File: src/rtl/p10_sprite_pkg.sv
// Shared constants, FSM encodings and the per-axis bounce step for the sprite scanner.
package p10_sprite_pkg;

    localparam int unsigned SCALE_SHIFT = 3;
    localparam int unsigned GRID_W      = 100;
    localparam int unsigned GRID_H      = 75;
    localparam int unsigned PIX_W       = 10;
    localparam int unsigned POS_W       = 7;

    localparam logic [1:0] ST_IDLE       = 2'd0;
    localparam logic [1:0] ST_LOAD       = 2'd1;
    localparam logic [1:0] ST_WAIT_FRAME = 2'd2;

    typedef struct packed {
        logic [POS_W-1:0] pos;
        logic             neg;
    } axis_t;

    // One frame of motion on one axis; a bound flips direction and steps the same cycle.
    function automatic axis_t axis_step(input axis_t a, input logic [POS_W-1:0] max_pos);
        axis_t r;
        r = a;
        if (!a.neg) begin
            if (a.pos >= max_pos) begin
                r.pos = a.pos - POS_W'(1);
                r.neg = 1'b1;
            end else begin
                r.pos = a.pos + POS_W'(1);
            end
        end else begin
            if (a.pos == '0) begin
                r.pos = a.pos + POS_W'(1);
                r.neg = 1'b0;
            end else begin
                r.pos = a.pos - POS_W'(1);
            end
        end
        return r;
    endfunction

endpackage

File: src/rtl/p10_sprite_bitmap.sv
// Sprite bitmap as one circular shift register: serial load has priority over rotation.
module p10_sprite_bitmap #(
    parameter int unsigned     N           = 64,
    parameter logic [N-1:0]    INIT_BITMAP = '1
) (
    input  logic clk,
    input  logic reset,
    input  logic shift,
    input  logic load,
    input  logic load_data,
    output logic data
);

    logic [N-1:0] bits;

    always_ff @(posedge clk) begin
        if (reset) begin
            bits <= INIT_BITMAP;
        end else if (load) begin
            bits <= {bits[N-2:0], load_data};
        end else if (shift) begin
            bits <= {bits[N-2:0], bits[N-1]};
        end
    end

    assign data = bits[N-1];

endmodule

File: src/rtl/p10_sprite_scan.sv
// Sprite scanner: pixel-to-grid decode, bounce motion, and reload FSM around the bitmap register.
module p10_sprite_scan
    import p10_sprite_pkg::*;
#(
    parameter int unsigned                  WIDTH       = 8,
    parameter int unsigned                  HEIGHT      = 8,
    parameter logic [WIDTH*HEIGHT-1:0]      INIT_BITMAP = '1,
    parameter int unsigned                  X0          = 0,
    parameter int unsigned                  Y0          = 0
) (
    input  logic              clk,
    input  logic              reset,
    input  logic [PIX_W-1:0]  x_pix,
    input  logic [PIX_W-1:0]  y_pix,
    input  logic              display_on,
    input  logic              next_frame,
    input  logic              move_en,
    input  logic              load_start,
    input  logic              load_valid,
    input  logic              load_data,
    output logic              load_ready,
    output logic              load_busy,
    input  logic              sprite_shift,
    output logic              sprite_data,
    output logic              sprite_visible,
    output logic              sprite_access,
    output logic              new_line,
    output logic [POS_W-1:0]  sprite_x,
    output logic [POS_W-1:0]  sprite_y
);

    localparam int unsigned N     = WIDTH * HEIGHT;
    localparam int unsigned CNT_W = $clog2(N + 1);
    localparam int unsigned CMP_W = POS_W + 1;
    localparam int unsigned X_MAX = GRID_W - WIDTH;
    localparam int unsigned Y_MAX = GRID_H - HEIGHT;
    localparam logic [POS_W-1:0] X_MAX_P = POS_W'(X_MAX);
    localparam logic [POS_W-1:0] Y_MAX_P = POS_W'(Y_MAX);
    localparam logic [POS_W-1:0] X_RST   = POS_W'((X0 > X_MAX) ? X_MAX : X0);
    localparam logic [POS_W-1:0] Y_RST   = POS_W'((Y0 > Y_MAX) ? Y_MAX : Y0);

    logic [1:0]       state, state_next;
    logic [CNT_W-1:0] cnt, cnt_next;
    axis_t            ax, ay, ax_next, ay_next;
    logic             accept;
    logic             idle;
    logic [POS_W-1:0] cx, cy;
    logic             in_x, in_y;

    assign idle   = (state == ST_IDLE);
    assign accept = (state == ST_LOAD) && load_valid;

    always_ff @(posedge clk) begin
        if (reset) begin
            state <= ST_WAIT_FRAME;
            cnt   <= '0;
            ax    <= '{pos: X_RST, neg: 1'b0};
            ay    <= '{pos: Y_RST, neg: 1'b0};
        end else begin
            state <= state_next;
            cnt   <= cnt_next;
            ax    <= ax_next;
            ay    <= ay_next;
        end
    end

    // Reload sequencing; a next_frame coinciding with the last bit lands in WAIT_FRAME and is dropped.
    always_comb begin
        state_next = state;
        cnt_next   = cnt;
        unique case (state)
            ST_IDLE: begin
                if (load_start) begin
                    state_next = ST_LOAD;
                    cnt_next   = '0;
                end
            end
            ST_LOAD: begin
                if (load_valid) begin
                    cnt_next = cnt + CNT_W'(1);
                    if (cnt == CNT_W'(N - 1)) begin
                        state_next = ST_WAIT_FRAME;
                    end
                end
            end
            ST_WAIT_FRAME: begin
                if (next_frame) begin
                    state_next = ST_IDLE;
                end
            end
            default: state_next = ST_WAIT_FRAME;
        endcase
    end

    always_comb begin
        ax_next = ax;
        ay_next = ay;
        if (next_frame && move_en) begin
            ax_next = axis_step(ax, X_MAX_P);
            ay_next = axis_step(ay, Y_MAX_P);
        end
    end

    p10_sprite_bitmap #(
        .N           (N),
        .INIT_BITMAP (INIT_BITMAP)
    ) u_bitmap (
        .clk       (clk),
        .reset     (reset),
        .shift     (sprite_shift && idle),
        .load      (accept),
        .load_data (load_data),
        .data      (sprite_data)
    );

    assign cx   = x_pix[PIX_W-1:SCALE_SHIFT];
    assign cy   = y_pix[PIX_W-1:SCALE_SHIFT];
    assign in_x = ({1'b0, cx} >= {1'b0, ax.pos}) &&
                  ({1'b0, cx} <  ({1'b0, ax.pos} + CMP_W'(WIDTH)));
    assign in_y = ({1'b0, cy} >= {1'b0, ay.pos}) &&
                  ({1'b0, cy} <  ({1'b0, ay.pos} + CMP_W'(HEIGHT)));

    assign sprite_visible = display_on && idle && in_x && in_y;
    assign sprite_access  = display_on && (x_pix[SCALE_SHIFT-1:0] == '1);
    assign new_line       = (y_pix[SCALE_SHIFT-1:0] == '0);
    assign load_ready     = (state == ST_LOAD);
    assign load_busy      = !idle;
    assign sprite_x       = ax.pos;
    assign sprite_y       = ay.pos;

endmodule

File: config.mk
export PLATFORM = sky130hd
export DESIGN_NAME = p10_sprite_scan
export DESIGN_NICKNAME = d
export VERILOG_FILES = /design/src/rtl/p10_sprite_pkg.sv /design/src/rtl/p10_sprite_bitmap.sv /design/src/rtl/p10_sprite_scan.sv
export SDC_FILE = /design/constraint.sdc
export NUM_CORES = 1
export LEC_CHECK = 0
export CELL_PAD_IN_SITES_DETAIL_PLACEMENT = 1
export CELL_PAD_IN_SITES_GLOBAL_PLACEMENT = 1
export CORE_MARGIN = 2
export CORE_UTILIZATION = 35
export CTS_CLUSTER_DIAMETER = 150
export DETAILED_ROUTE_END_ITERATION = 7
export PLACE_DENSITY_LB_ADDON = 0.1
export RECOVER_POWER = 25
export SLEW_MARGIN = 15
export SYNTH_ARGS = -nofsm -noshare
export SYNTH_HDL_FRONTEND = slang
export SYNTH_HIERARCHICAL = 1
export SYNTH_SLANG_ARGS = --single-unit
File: constraint.sdc
create_clock -name clk -period 3 [get_ports clk]
set_input_delay 0.3 -clock clk [delete_from_list [all_inputs] [get_ports clk]]
set_output_delay 0.3 -clock clk [all_outputs]
set_load 0.005 [all_outputs]
# Yosys cells after proc, flatten, opt, wreduce, memory -nomap -nowiden
# Cells that the tools add are included.
[word_totals]
regBits = 89
inputBits = 29
output_inout_bits = 20
word_cells = 66
[classes]
add_sub_neg = 7
n_lt_le_gt_ge = 6
eq_ne = 8
n_mux = 20
reduce_logical = 18
[ops]
columns = ["operator", "count"]
rows = [
  ["two-way mux 64 bit", 2],
  ["two-way mux 7 bit", 6],
  ["adder 7 x 1 -> 7 bit, second input constant", 3],
  ["adder 7 x 4 -> 8 bit, second input constant", 2],
  ["less-than comparator 7 x 8 -> 1 bit", 2],
  ["two-way mux 8 bit", 2],
  ["greater-or-equal comparator 7 bit", 2],
  ["greater-or-equal comparator 7 bit, second input constant", 2],
  ["logical NOT 7 bit", 2],
  ["one-hot mux 7 bit (2 select lines)", 1],
  ["subtractor 7 x 1 -> 7 bit, second input constant", 2],
  ["logical AND 1 bit", 9],
  ["two-way mux 2 bit", 4],
  ["== test 7 x 6 -> 1 bit, second input constant", 1],
  ["!= test 2 bit, second input constant", 3],
  ["one-hot mux 2 bit (3 select lines)", 1],
  ["two-way mux 1 bit", 4],
  ["AND reduction 4 bit", 1],
  ["nonzero test 2 bit", 2],
  ["== test 3 bit, second input constant", 1],
  ["logical NOT 3 bit", 1],
  ["AND reduction 3 bit", 1],
  ["== test 2 x 1 -> 1 bit, second input constant", 1],
  ["== test 2 bit, second input constant", 1],
  ["other kinds (3)", 3],
]

# Depth between registers and ports, before layout
[depth]
word_depth = 5
mapped_depth = 9
ltp_nobuf = 9

# By module
# Netlist, hierarchy kept.
[modules_own_cells]
columns = ["module", "instances", "cells_per_inst", "area_per_inst_um2", "seq_area_each_um2"]
rows = [
  ["p10_sprite_bitmap", 1, 222, 2536.2, 1281.2],
  ["p10_sprite_scan", 1, 276, 2274.7, 500.5],
]

# Worst setup path before layout
# No wires, ideal clock.
[synth_path]
kind = "register to output"
startpoint = "register ay, in the netlist sprite_y[3]"
endpoint = "output sprite_visible"
arrival_time_ns = 1.896
required_time_ns = 2.700
path_slack_ns = 0.804
path_stages_with_launch = 10
n_path_buf = 0
cell_sequence = "dfxtp_1 -> inv_1 -> ha_1 -> inv_1 -> ha_1 -> o21ai_0 -> nand2b_1 -> a21oi_1 -> o311ai_0 -> nor4b_1"
[synth_between]
elab_chain_len = 4
elab_cells_between_ends = 5
classes_between = "add/sub: 1; order compare: 2; reduce/logical: 2"
[synth_lines]
columns = ["item", "line", "text"]
rows = [
  ["start, declared", "p10_sprite_scan.sv:44", "axis_t ax, ay, ax_next, ay_next;"],
  ["start signal, assigned", "p10_sprite_scan.sv:58", "ay <= '{pos: Y_RST, neg: 1'b0};"],
  ["start signal, assigned", "p10_sprite_scan.sv:63", "ay <= ay_next;"],
  ["adder 7 x 4 -> 8 bit", "p10_sprite_scan.sv:121", "({1'b0, cy} < ({1'b0, ay.pos} + CMP_W'(HEIGHT)));"],
  ["less-than comparator 7 x 8 -> 1 bit", "p10_sprite_scan.sv:121", ""],
  ["logical AND 1 bit (*)", "p10_sprite_scan.sv:120", "assign in_y = ({1'b0, cy} >= {1'b0, ay.pos}) &&"],
  ["logical AND 1 bit (*)", "p10_sprite_scan.sv:123", "assign sprite_visible = display_on && idle && in_x && in_y;"],
  ["end, declared", "p10_sprite_scan.sv:25", "output logic sprite_visible,"],
]
# Every way passes the cells marked *; elsewhere a longest branch is shown, timed or not.

# Worst setup path after layout
[layout_path]
startpoint = "register ay, in the netlist sprite_y[4]"
endpoint = "output sprite_visible"
# Same word-level chain as after synthesis.

==> impl_metrics.ini <==
[outcome]
status = completed

[synthesis]
ys.flop_type = dfxtp_1
ys_ff_latch = 89
synthCells = 498
ys_seq_area_share_pct = 37.0
netlist_area_um2 = 4810
yosysWarningCount = 6
syn_area_per_cell_um2 = 9.66
ys_types = 58
synth_edf_count = 0
ys_async_sr_fraction_pct = 0
synth_nets = 560

[critical_path]
crit_path_end_kind = primary output
crit_required_ns = 2.70
critical_path.slowest_cell = dfxtp_1
r2r-start = sprite_y[3]$_SDFFE_PP0P_
path_max_fanout = 4
slowest_delay_ns = 0.38
r2r_slack_ns = 0.56
cp-startpoint = sprite_y[4]$_SDFFE_PP0P_
rr_endpoint = sprite_y[4]$_SDFFE_PP0P_
endpoint = sprite_visible
reg2reg_depth = 6
path_cells = inv_1 > ha_1 > inv_1 > ha_1 > o21ai_0 > nand2b_1 > a21oi_1 > o311ai_0 > nor4b_1 > dlygate4sd2_1
worstSetupStartpointType = register
critical_path_class = register to primary output
arrival_ns = 2.53

[floorplan]
core_area_um2 = 13300
die_h_um = 121
die_x_um = 121
io-pin-count = 49
start_util_pct = 36.0
num_rows = 42
die-area_um2 = 14700

[global_routing]
antenna_found_initial = 0
overflow = 0
grt_max_degree = 66
grt_pass1_wl_um = 18800
first_global_vias = 3846
grt.total_usage_pct = 15.9

[placed_design]
gp_congestion = 0.825
dp.final_hpwl_um = 7220
numPortBuffers = 48

[cells_and_area]
drive_gt1_share_pct = 8.38
post-route-util_pct = 41.9
multi_input_area_um2 = 2610
seq_area_um2 = 1780
final_common_cell = dfxtp_1
final_cell_mix = dfxtp_1, o21a_1, a211o_1
diodes = 0
n_fill_cell = 1550
syn2layout_area_growth_pct = 16.2
nets = 583

[route]
drc = 0
drt_wl_total_um = 11000
firstDrtPassIters = 4
ant_nets = 0
drt-initial-drc-count = 217
wl_per_cell_um = 15.6
vias_per_cell = 5.31
vias = 3722

[clocking]
path_clk_slew_ns = 0.06
cts_buffers = 9
worstSkewPairLatency_ns = 0.34
htreeDepth = 3
cts_tree = done
cts_buffer_depth = 2
cts_root_buf = clkbuf_16
post_cts_buffers = 0
cts.sinks = 89

[run]
cap_viol_max_count = 0

[timing]
fin_crit_sh_pct = 94.3
maxSlewHeadroom_pct = 22.3
hold_viol = 0
worst_pin_slew_ns = 1.17
fmaxAchievable_mhz = 353
rsz0062_at_grt = false
setup_viol = 0
finalCriticalPeriod_ns = 2.83
slew_violations = 0
fin_worst_skew_ns = 0.00400
tns_ns = 0

[power_and_ir_drop]
p_leak_nw = 2.19
ir_drop_v = 0.000229
pwr-share-comb_pct = 13.9
clkPwrFrac_pct = 40.2
swShare_pct = 25.2
p_int_mw = 2.15
pwr-share-seq_pct = 45.9
switching_power_mw = 0.726
power.density_nw_per_um2 = 515

[hold_path]
min_path_type = input pin to register
min_path_cells = 2
worst min path at each step:
| stage | startpoint | slack (ns) | to |
|---|---|---|---|
| final | reset | 0.46 | ay[0]$_SDFFE_PP0P_ |
| after global routing | reset | 0.46 | ax[0]$_SDFFE_PP0P_ |
| after CTS | reset | 0.45 | ay[0]$_SDFFE_PP0P_ |
| after floorplan | u_bitmap/bits[10]$_SDFFE_PP1P_ | 0.44 | u_bitmap/bits[10]$_SDFFE_PP1P_ |
| after detailed placement | u_bitmap/bits[9]$_SDFFE_PP1P_ | 0.45 | u_bitmap/bits[9]$_SDFFE_PP1P_ |
| after global placement | u_bitmap/bits[42]$_SDFFE_PP1P_ | 0.44 | u_bitmap/bits[42]$_SDFFE_PP1P_ |
stage by stage:
step	setup slack, ns	std cells	hold WS (ns)	instance area (um2)	power, mW
after global placement	0.190	686	0.443	5310	1.74
after global routing	0.00591	701	0.460	5590	3.03
final	0.170	701	0.462	5590	2.88
after floorplan	0.804	498	0.436	4810	1.63
after detailed placement	0.168	686	0.450	5310	1.76
after CTS	0.107	701	0.446	5610	2.93
cell families (layout without fill, tap and decap cells):
kind of cell / after synthesis / in the layout / share of synthesized area [%]
AOI/OAI and AO/OA: 179 / 179 / 29.6
xor gates and xnor gates: 13 / 13 / 2.37
adders and majority gates: 33 / 33 / 8.58
buffers and inverters: 74 / 101 / 9.08
DFF: 89 / 89 / 37.0
muxes: 16 / 16 / 3.54
and+or+nand+nor: 94 / 94 / 9.78
flip-flops by register name (all words and copies together), names as in the netlist:
| signal | flops |
|---|---|
| sprite_x | 7 |
| sprite_y | 7 |
| u_bitmap/bits | 64 |
| cnt | 7 |
| ay | 1 |
| ax | 1 |
| state | 2 |
layout make-up:
cell class	instances	share of cell area, %
inverters	24	1.61
clock inverters	5	1.12
repair buffers	62	10.5
well taps	176	3.94
multi-input cells	335	46.6
flip-flops and latches	89	31.9
clock buffers	10	4.28
power by group through the flow:
stage	combinational, mW	clock [mW]	sequential (mW)
after global routing	0.446	1.25	1.33
final	0.399	1.16	1.32
after global placement	0.396	0	1.34
after detailed placement	0.407	0	1.35
after CTS	0.409	1.20	1.32
after floorplan	0.300	0	1.33
cell usage after synthesis (all sizes together), types with 6 or more instances:
cell | instances | area share, %
a21oi | 12 | 1.2
a21o | 7 | 1.1
inv | 24 | 1.9
mux2i | 8 | 1.7
a211o | 64 | 12
nand3 | 6 | 0.62
dfxtp | 89 | 37
xnor2 | 8 | 1.5
mux2 | 8 | 1.9
clkbuf | 7 | 0.55
nor2 | 37 | 2.9
nand2 | 14 | 1.1
o21a | 65 | 10
ha | 33 | 8.6
buf | 43 | 6.7
o21ai | 6 | 0.70
critical path, delay by kind of cell (launching register included):
kind,cells,cell delay (ns)
fa+ha+maj,2,0.55
compound gates,3,0.45
buf+inv,3,0.41
simple gates,2,0.39
flops,1,0.38
layer usage:
| metal | part of all wire, % | vias to the layer above | wire length [um] | track usage, % |
|---|---|---|---|---|
| li1 | - | 1853 | - | - |
| met1 | 49 | 1797 | 5420 | 20.9 |
| met2 | 45 | 54 | 4910 | 24.9 |
| met3 | 3.7 | 18 | 402 | 4.61 |
| met4 | 2.1 | 0 | 235 | 5.75 |
| met5 | 0 | - | 0 | 0 |
timing repair:
action                                  CTS  global route
pin swaps                                 1             1
hold endpoints to repair                  0             0
gates resized for setup                   2             2
hold buffers                              0             0
endpoints found under the setup margin    1             1
Note: power is estimated with default switching activity, not from simulation.
